===== src/rtl/trace_buffer.sv =====
// trace_buffer: timestamped circular FIFO that captures trace records.
// Each accepted record is stored together with the free-running cycle
// counter value of its capture cycle. When the FIFO is full and the head
// is not being consumed, the incoming record is dropped and accounted for
// in a sticky overflow flag plus a saturating drop counter.
module trace_buffer #(
   parameter int REC_WIDTH = 96,
   parameter int DEPTH     = 16,
   parameter int TS_WIDTH  = 32
) (
   input  logic                          clk_i,
   input  logic                          rst_i,
   input  logic                          trace_ready_i,
   input  logic [REC_WIDTH-1:0]          trace_i,
   output logic                          out_valid_o,
   input  logic                          out_ready_i,
   output logic [TS_WIDTH+REC_WIDTH-1:0] out_data_o,
   output logic [$clog2(DEPTH):0]        count_o,
   output logic                          overflow_o,
   output logic [15:0]                   drop_count_o,
   input  logic                          clr_i
);

   localparam int AW = $clog2(DEPTH);
   localparam int CW = AW + 1;
   localparam int EW = TS_WIDTH + REC_WIDTH;
   localparam logic [CW-1:0] FULL_COUNT = CW'(DEPTH);

   // Storage is deliberately not reset; occupancy and pointers define validity.
   logic [EW-1:0]       mem [DEPTH];
   logic [AW-1:0]       wr_ptr;
   logic [AW-1:0]       rd_ptr;
   logic [CW-1:0]       count;
   logic [TS_WIDTH-1:0] ts;
   logic                overflow;
   logic [15:0]         drop_count;

   logic full;
   logic pop;
   logic push;
   logic drop;

   // Decide this cycle's pop, accepted push and dropped push from registered occupancy.
   always_comb begin
      full = (count == FULL_COUNT);
      pop  = (count != '0) && out_ready_i;
      push = trace_ready_i && (!full || pop);
      drop = trace_ready_i && full && !pop;
   end

   // Free-running timestamp; the first cycle after reset reads as zero.
   always_ff @(posedge clk_i or posedge rst_i) begin
      if (rst_i) begin
         ts <= '0;
      end else begin
         ts <= ts + TS_WIDTH'(1);
      end
   end

   // Write the {timestamp, record} entry at the write pointer on accepted pushes.
   always_ff @(posedge clk_i) begin
      if (push) begin
         mem[wr_ptr] <= {ts, trace_i};
      end
   end

   // Pointer and occupancy bookkeeping; pointers wrap naturally since DEPTH is a power of two.
   always_ff @(posedge clk_i or posedge rst_i) begin
      if (rst_i) begin
         wr_ptr <= '0;
         rd_ptr <= '0;
         count  <= '0;
      end else begin
         if (push) begin
            wr_ptr <= wr_ptr + AW'(1);
         end
         if (pop) begin
            rd_ptr <= rd_ptr + AW'(1);
         end
         case ({push, pop})
            2'b10:   count <= count + CW'(1);
            2'b01:   count <= count - CW'(1);
            default: count <= count;
         endcase
      end
   end

   // Overflow accounting; a clear coinciding with a drop leaves exactly one drop recorded.
   always_ff @(posedge clk_i or posedge rst_i) begin
      if (rst_i) begin
         overflow   <= 1'b0;
         drop_count <= 16'd0;
      end else if (clr_i) begin
         overflow   <= drop;
         drop_count <= drop ? 16'd1 : 16'd0;
      end else if (drop) begin
         overflow   <= 1'b1;
         drop_count <= (drop_count == 16'hFFFF) ? 16'hFFFF : drop_count + 16'd1;
      end else begin
         overflow   <= overflow;
         drop_count <= drop_count;
      end
   end

   assign out_valid_o  = (count != '0);
   assign out_data_o   = mem[rd_ptr];
   assign count_o      = count;
   assign overflow_o   = overflow;
   assign drop_count_o = drop_count;

endmodule


===== config.mk =====
export PLATFORM = sky130hd
export DESIGN_NAME = trace_buffer
export DESIGN_NICKNAME = d
export VERILOG_FILES = /design/src/rtl/trace_buffer.sv
export SDC_FILE = /design/constraint.sdc
export NUM_CORES = 2
export LEC_CHECK = 0
export ABC_CLOCK_PERIOD_IN_PS = 14000
export BUFFER_PORTS_ARGS = -buffer_cell sky130_fd_sc_hd__buf_2
export CORE_MARGIN = 1.5
export CORE_UTILIZATION = 30
export CTS_CLUSTER_DIAMETER = 150
export DETAILED_ROUTE_END_ITERATION = 8
export PLACE_DENSITY_LB_ADDON = 0.25
export SETUP_SLACK_MARGIN = 0.3
export SYNTH_ARGS = -nofsm -noshare
export SYNTH_HDL_FRONTEND = slang
export SYNTH_SLANG_ARGS = --single-unit

===== constraint.sdc =====
create_clock -name clk_i -period 14 [get_ports clk_i]
set_input_delay 2.1 -clock clk_i [delete_from_list [all_inputs] [get_ports clk_i]]
set_output_delay 2.1 -clock clk_i [all_outputs]
set_load 0.02 [all_outputs]

After elaboration in Yosys (flattened, before gate mapping)

Memory sizes are Yosys's and may differ from the RTL's.
Index checks and enable logic that the tools add are counted.

$add $sub $neg: 6
Multipliers: 0
Div/mod/pow operators: 0
Magnitude comparators: 0
Eq/ne operators: 4
Shift-type cells: 0
Muxes and demuxes: 9
Bitwise operators: 0
Reduce and logical (&&, ||, !) cells: 10

Operators with widths:

| kind                                             | count |
|---|---|
| two-way mux 16 bit                               | 3 |
| adder 32 x 1 -> 32 bit, second input constant    | 1 |
| adder 16 x 1 -> 16 bit, second input constant    | 1 |
| == test 16 bit, second input constant            | 1 |
| one-hot mux 5 bit (2 select lines)               | 1 |
| adder 4 x 1 -> 4 bit, second input constant      | 2 |
| adder 5 x 1 -> 5 bit, second input constant      | 1 |
| == test 5 bit, second input constant             | 1 |
| two-way mux 1 bit                                | 5 |
| nonzero test 5 bit                               | 1 |
| subtractor 5 x 1 -> 5 bit, second input constant | 1 |
| logical AND 1 bit                                | 4 |
| nonzero test 2 bit                               | 2 |
| == test 2 x 1 -> 1 bit, second input constant    | 1 |
| == test 2 bit, second input constant             | 1 |
| zero test 1 bit                                  | 2 |
| logical OR 1 bit                                 | 1 |

Register bits: 62
Bits in latches: 0
Bits in writable memories: 2048
Memory bits (read-only): 0
Output and inout port bits: 151
Word-level logic and storage cells: 36
Memories: 1

Memory list:

| name | words | width | read ports | clocked after memory_dff | write ports | RTL line | source |
|---|---|---|---|---|---|---|---|
| mem  | 16    | 128   | 1          | 0                        | 1           | 30       | `logic [EW-1:0] mem [DEPTH];` |

Depth between registers and ports, before layout

Word-level depth: 6
Mapped depth: 11

Worst setup path after synthesis

Ideal clock, no wire load.

Kind: input to register
Start: input port trace_ready_i
End: memory mem[3][0] in the netlist's numbering, enable pin
Library setup time: 0.771 ns
Arrival time: 11.709 ns
Required time: 13.229 ns
Setup slack: 1.520 ns
Stages on the path: 4
Cell sequence: clkbuf_1 > a21boi_1 > nand2_1 > nor3_1

Word-level cells in the longest chain between the ends: 3

RTL lines:

| item                                    | RTL line | source |
|---|---|---|
| start: declaration                      | 13       | `input logic trace_ready_i,` |
| logical AND 1 bit                       | 47       | `push = trace_ready_i && (!full \|\| pop);` |
| two-way mux 1 bit                       | 62       | `if (push) begin` |
| two-way mux 1 bit (implied by the code) | 63       | `mem[wr_ptr] <= {ts, trace_i};` |
| end: declaration                        | 30       |  |

No other way between the ends.

Worst setup path in the final report

Start: register rd_ptr[1]
End: output port out_data_o[41]

Word-level cells in the longest chain between the ends: 1

RTL lines:

| item                     | RTL line | source |
|---|---|---|
| start: declaration       | 32       | `logic [AW-1:0] rd_ptr;` |
| start signal: assignment | 78       | `rd_ptr <= rd_ptr + AW'(1);` |
| memory (16 x 128 bit)    | --       |  |
| end: declaration         | 17       | `output logic [TS_WIDTH+REC_WIDTH-1:0] out_data_o,` |

No other way between the ends.

==> impl_metrics.csv <==
group,metric,value,unit
die,die-area,0.271,mm2
sta,relSlewSlack,20.9,%
detailed_routing,drt_wl_total,198000,um
power_and_ir_drop,p_leak,0.0286,uW
power_and_ir_drop,pwr-share-comb,28.4,%
sta,post-route-period-util,54.3,%
final_layout,fill_cells,24500,
sta,drv_slew,0,
final_layout,fin_nets,3820,
final_layout,syn_to_final_growth,16.2,%
yosys,synthTopCellsByArea,"edfxtp_1, mux4_2, dfrtp_1",
hold_path,min_path_type,"flop to flop",
setup_path,crit_type,"flop to output port",
place,pre_cts_ws,7.24,ns
die,fp.dieH,520,um
clock_tree,cts_num_sinks,2110,
die,core,0.266,mm2
detailed_routing,drt_iter0_drc,2633,
die,io_pins,252,
setup_path,crit_fanout,65,
detailed_routing,vias_per_cell,4.88,
setup_path,critical_path_arrival,5.50,ns
detailed_routing,first_pass_iters,5,
clock_tree,cts.root.buffer_cell,"clkbuf_16",
setup_path,cp.required,11.90,ns
clock_tree,cts_buffers,226,
detailed_routing,ant_nets,0,
place,hpwlAfterDp,97600,um
global_routing,grt-ovfl-total,0,
power_and_ir_drop,ir_drop,0.139,mV
sta,setup-violations-final,0,
yosys,synth_enable_flop_cells,2048,
yosys,ys_ff_latch,2110,
clock_tree,path_clk_slew,0.06,ns
global_routing,grt_max_degree,102,
power_and_ir_drop,p_per_area,204,mW/mm2
yosys,synth-main-ff-cell,"edfxtp_1",
global_routing,grt_usage,14.5,%
yosys,syn-cell-area,0.0802,mm2
clock_tree,cts_resized,0,
setup_path,end_kind,"output port",
final_layout,multi_input_area,0.0165,mm2
yosys,synth_seq_area_share,78.6,%
power_and_ir_drop,power.share.sequential,41.3,%
sta,fin_crit,7.60,ns
final_layout,drive_gt1_share,31.9,%
place,port_buffers,251,
sta,skew,0.0609,ns
yosys,yosys_warnings,0,
die,start_util,30.2,%
yosys,yosysTopAreaCell,"edfxtp_1",
power_and_ir_drop,switching_share,31.3,%
global_routing,grt_first_pass_wirelength,285000,um
sta,max_freq,0.132,GHz
power_and_ir_drop,p_int,13100,uW
clock_tree,clock_latency,0.88,ns
detailed_routing,drcViolationCount,0,
global_routing,antenna_found_initial,37,
sta,setup_tns,0,ns
die,rows,189,
place,finalWeightedCongestion,0.697,
run,maxCapViolations,0,
clock_tree,tritoncts,"built",
power_and_ir_drop,clkPwrFrac,30.3,%
clock_tree,cts-hold-fix-buffers,0,
sta,worst_pin_slew,1.19,ns
detailed_routing,wl_per_cell,26.5,um
detailed_routing,num_vias,36400,
clock_tree,post-cts-setup-buffer-count,0,
final_layout,seq_area,0.0631,mm2
outcome,status,"finished clean",
yosys,syn_area_per_cell,24.1,um2
sta,hold_viol,0,
sta,setup_ws,6.40,ns
global_routing,grt_pass1_vias,38500,
die,die_w,520,um
yosys,syn_nets,3441,
setup_path,start_kind,"flop",
clock_tree,h-tree-depth,4,
yosys,synth_cells,3332,
yosys,synth_cell_types,53,
power_and_ir_drop,p_sw,5960,uW
clock_tree,clock_path_buffers,3,
yosys,async_reset_ff_share,2.94,%
sta,rsz0062_at_grt,"false",
yosys,synth_top_area_share,76.6,%
==> final cells by class <==
type | instances | share of cell area, %
Antenna cell | 16 | 0.0429
Clock buffer | 270 | 6.24
Clock inverter | 154 | 1.49
Inverter | 11 | 0.0443
Multi-Input combinational cell | 1037 | 17.7
Sequential cell | 2110 | 67.6
Tap cell | 3533 | 4.74
Timing Repair Buffer | 325 | 2.12
==> power by group through the flow <==
| stage | sequential (uW) | clock, uW | combinational, uW |
|---|---|---|---|
| detailed placement | 8010 | 0 | 5620 |
| finish | 7870 | 5770 | 5410 |
| CTS | 7880 | 5940 | 5630 |
| global route | 7930 | 6170 | 5810 |
| floorplan | 7940 | 0 | 3800 |
| global placement | 7990 | 0 | 5630 |
==> flip-flops by register name (all words and copies together) (netlist names) <==
signal / flops
mem: 2048
ts: 32
drop_count_o: 16
count_o: 5
rd_ptr: 4
wr_ptr: 4
overflow_o: 1
==> metrics by stage <==
step | std cells | instance area [um2] | util, % | total power (uW) | hold WS, ns
after floorplan | 3332 | 80200 | - | 11700 | 0.574
after global placement | 7016 | 86000 | 32.4 | 13600 | 0.466
after detailed placement | 7016 | 86000 | 32.4 | 13600 | 0.463
after CTS | 7440 | 93200 | 35.1 | 19500 | 0.489
after global routing | 7446 | 93200 | 35.1 | 19900 | 0.504
final | 7456 | 93200 | 35.1 | 19000 | 0.482
==> cells in the final DEF, fill, tap and decap left out, types with 5 or more instances in the layout <==
| cell | n |
|---|---|
| a21oi_1 | 61 |
| mux2i_1 | 55 |
| and4_1 | 6 |
| mux4_2 | 587 |
| clkinvlp_4 | 5 |
| clkinv_2 | 35 |
| nor3_1 | 11 |
| nor2_1 | 10 |
| diode_2 | 16 |
| bufinv_16 | 14 |
| clkinv_16 | 10 |
| buf_4 | 61 |
| xnor2_1 | 25 |
| ha_1 | 8 |
| edfxtp_1 | 2048 |
| dfrtp_1 | 58 |
| buf_2 | 251 |
| nor2b_1 | 59 |
| nor2_4 | 12 |
| inv_1 | 10 |
| nand4_1 | 21 |
| nand3_1 | 15 |
| clkinv_1 | 76 |
| nor4_1 | 6 |
| a211oi_1 | 58 |
| and3_1 | 10 |
| clkbuf_1 | 44 |
| a31oi_1 | 9 |
| inv_6 | 5 |
| buf_12 | 13 |
| xor2_1 | 14 |
| nand2_1 | 19 |
| clkbuf_16 | 226 |
==> kinds of logic after synthesis <==
family	synth area share, %
muxes	17.2
and+or+nand+nor	1.43
buffers and inverters	1.02
xor gates and xnor gates	0.426
AOI/OAI and AO/OA	1.23
DFF	78.6
adders and majority gates	0.125
==> synthesized netlist by cell type (10+ instances only) <==
cell,count
a211oi_1,58
a21oi_1,61
and3_1,10
buf_2,59
buf_4,10
clkbuf_1,94
dfrtp_1,62
edfxtp_1,2048
inv_1,11
mux2i_1,55
mux4_2,587
nand2_1,19
nand3_1,15
nand4_1,21
nor2_1,22
nor2b_1,59
nor3_1,15
xnor2_1,25
xor2_1,14
==> worst max-delay path: stages (launching register included) <==
cell	delay (ns)
dfrtp_4	1.08
buf_4	0.72
buf_4	0.91
buf_4	0.66
mux4_2	0.39
nor2b_1	0.14
a211oi_1	0.25
a21oi_1	0.10
buf_2	0.23
==> layer usage <==
metal / global-route usage (%) / up-vias / wire [um] / part of all wire (%)
met3: 2.80 / 292 / 10100 / 5.1
li1: - / 15100 / - / -
met4: 3.30 / 24 / 3850 / 1.9
met1: 20.1 / 20100 / 87900 / 44
met2: 23.7 / 845 / 96000 / 48
met5: 0 / - / 138 / 0.070
==> final timing paths <==
kind,from,endpoint,cells after the start,slack [ns]
setup / recovery,rd_ptr[1],out_data_o[41],8,6.40
max in group asynchronous,rst_i,rd_ptr[0],3,11.85
setup reg to reg,count_o[4],mem[8][57],6,9.03
hold / removal,overflow_o,overflow_o,1,0.48
hold reg to reg,overflow_o,overflow_o,1,0.48
min in group asynchronous,rst_i,count_o[2],3,1.46
Power figures use the tool's default switching activity.
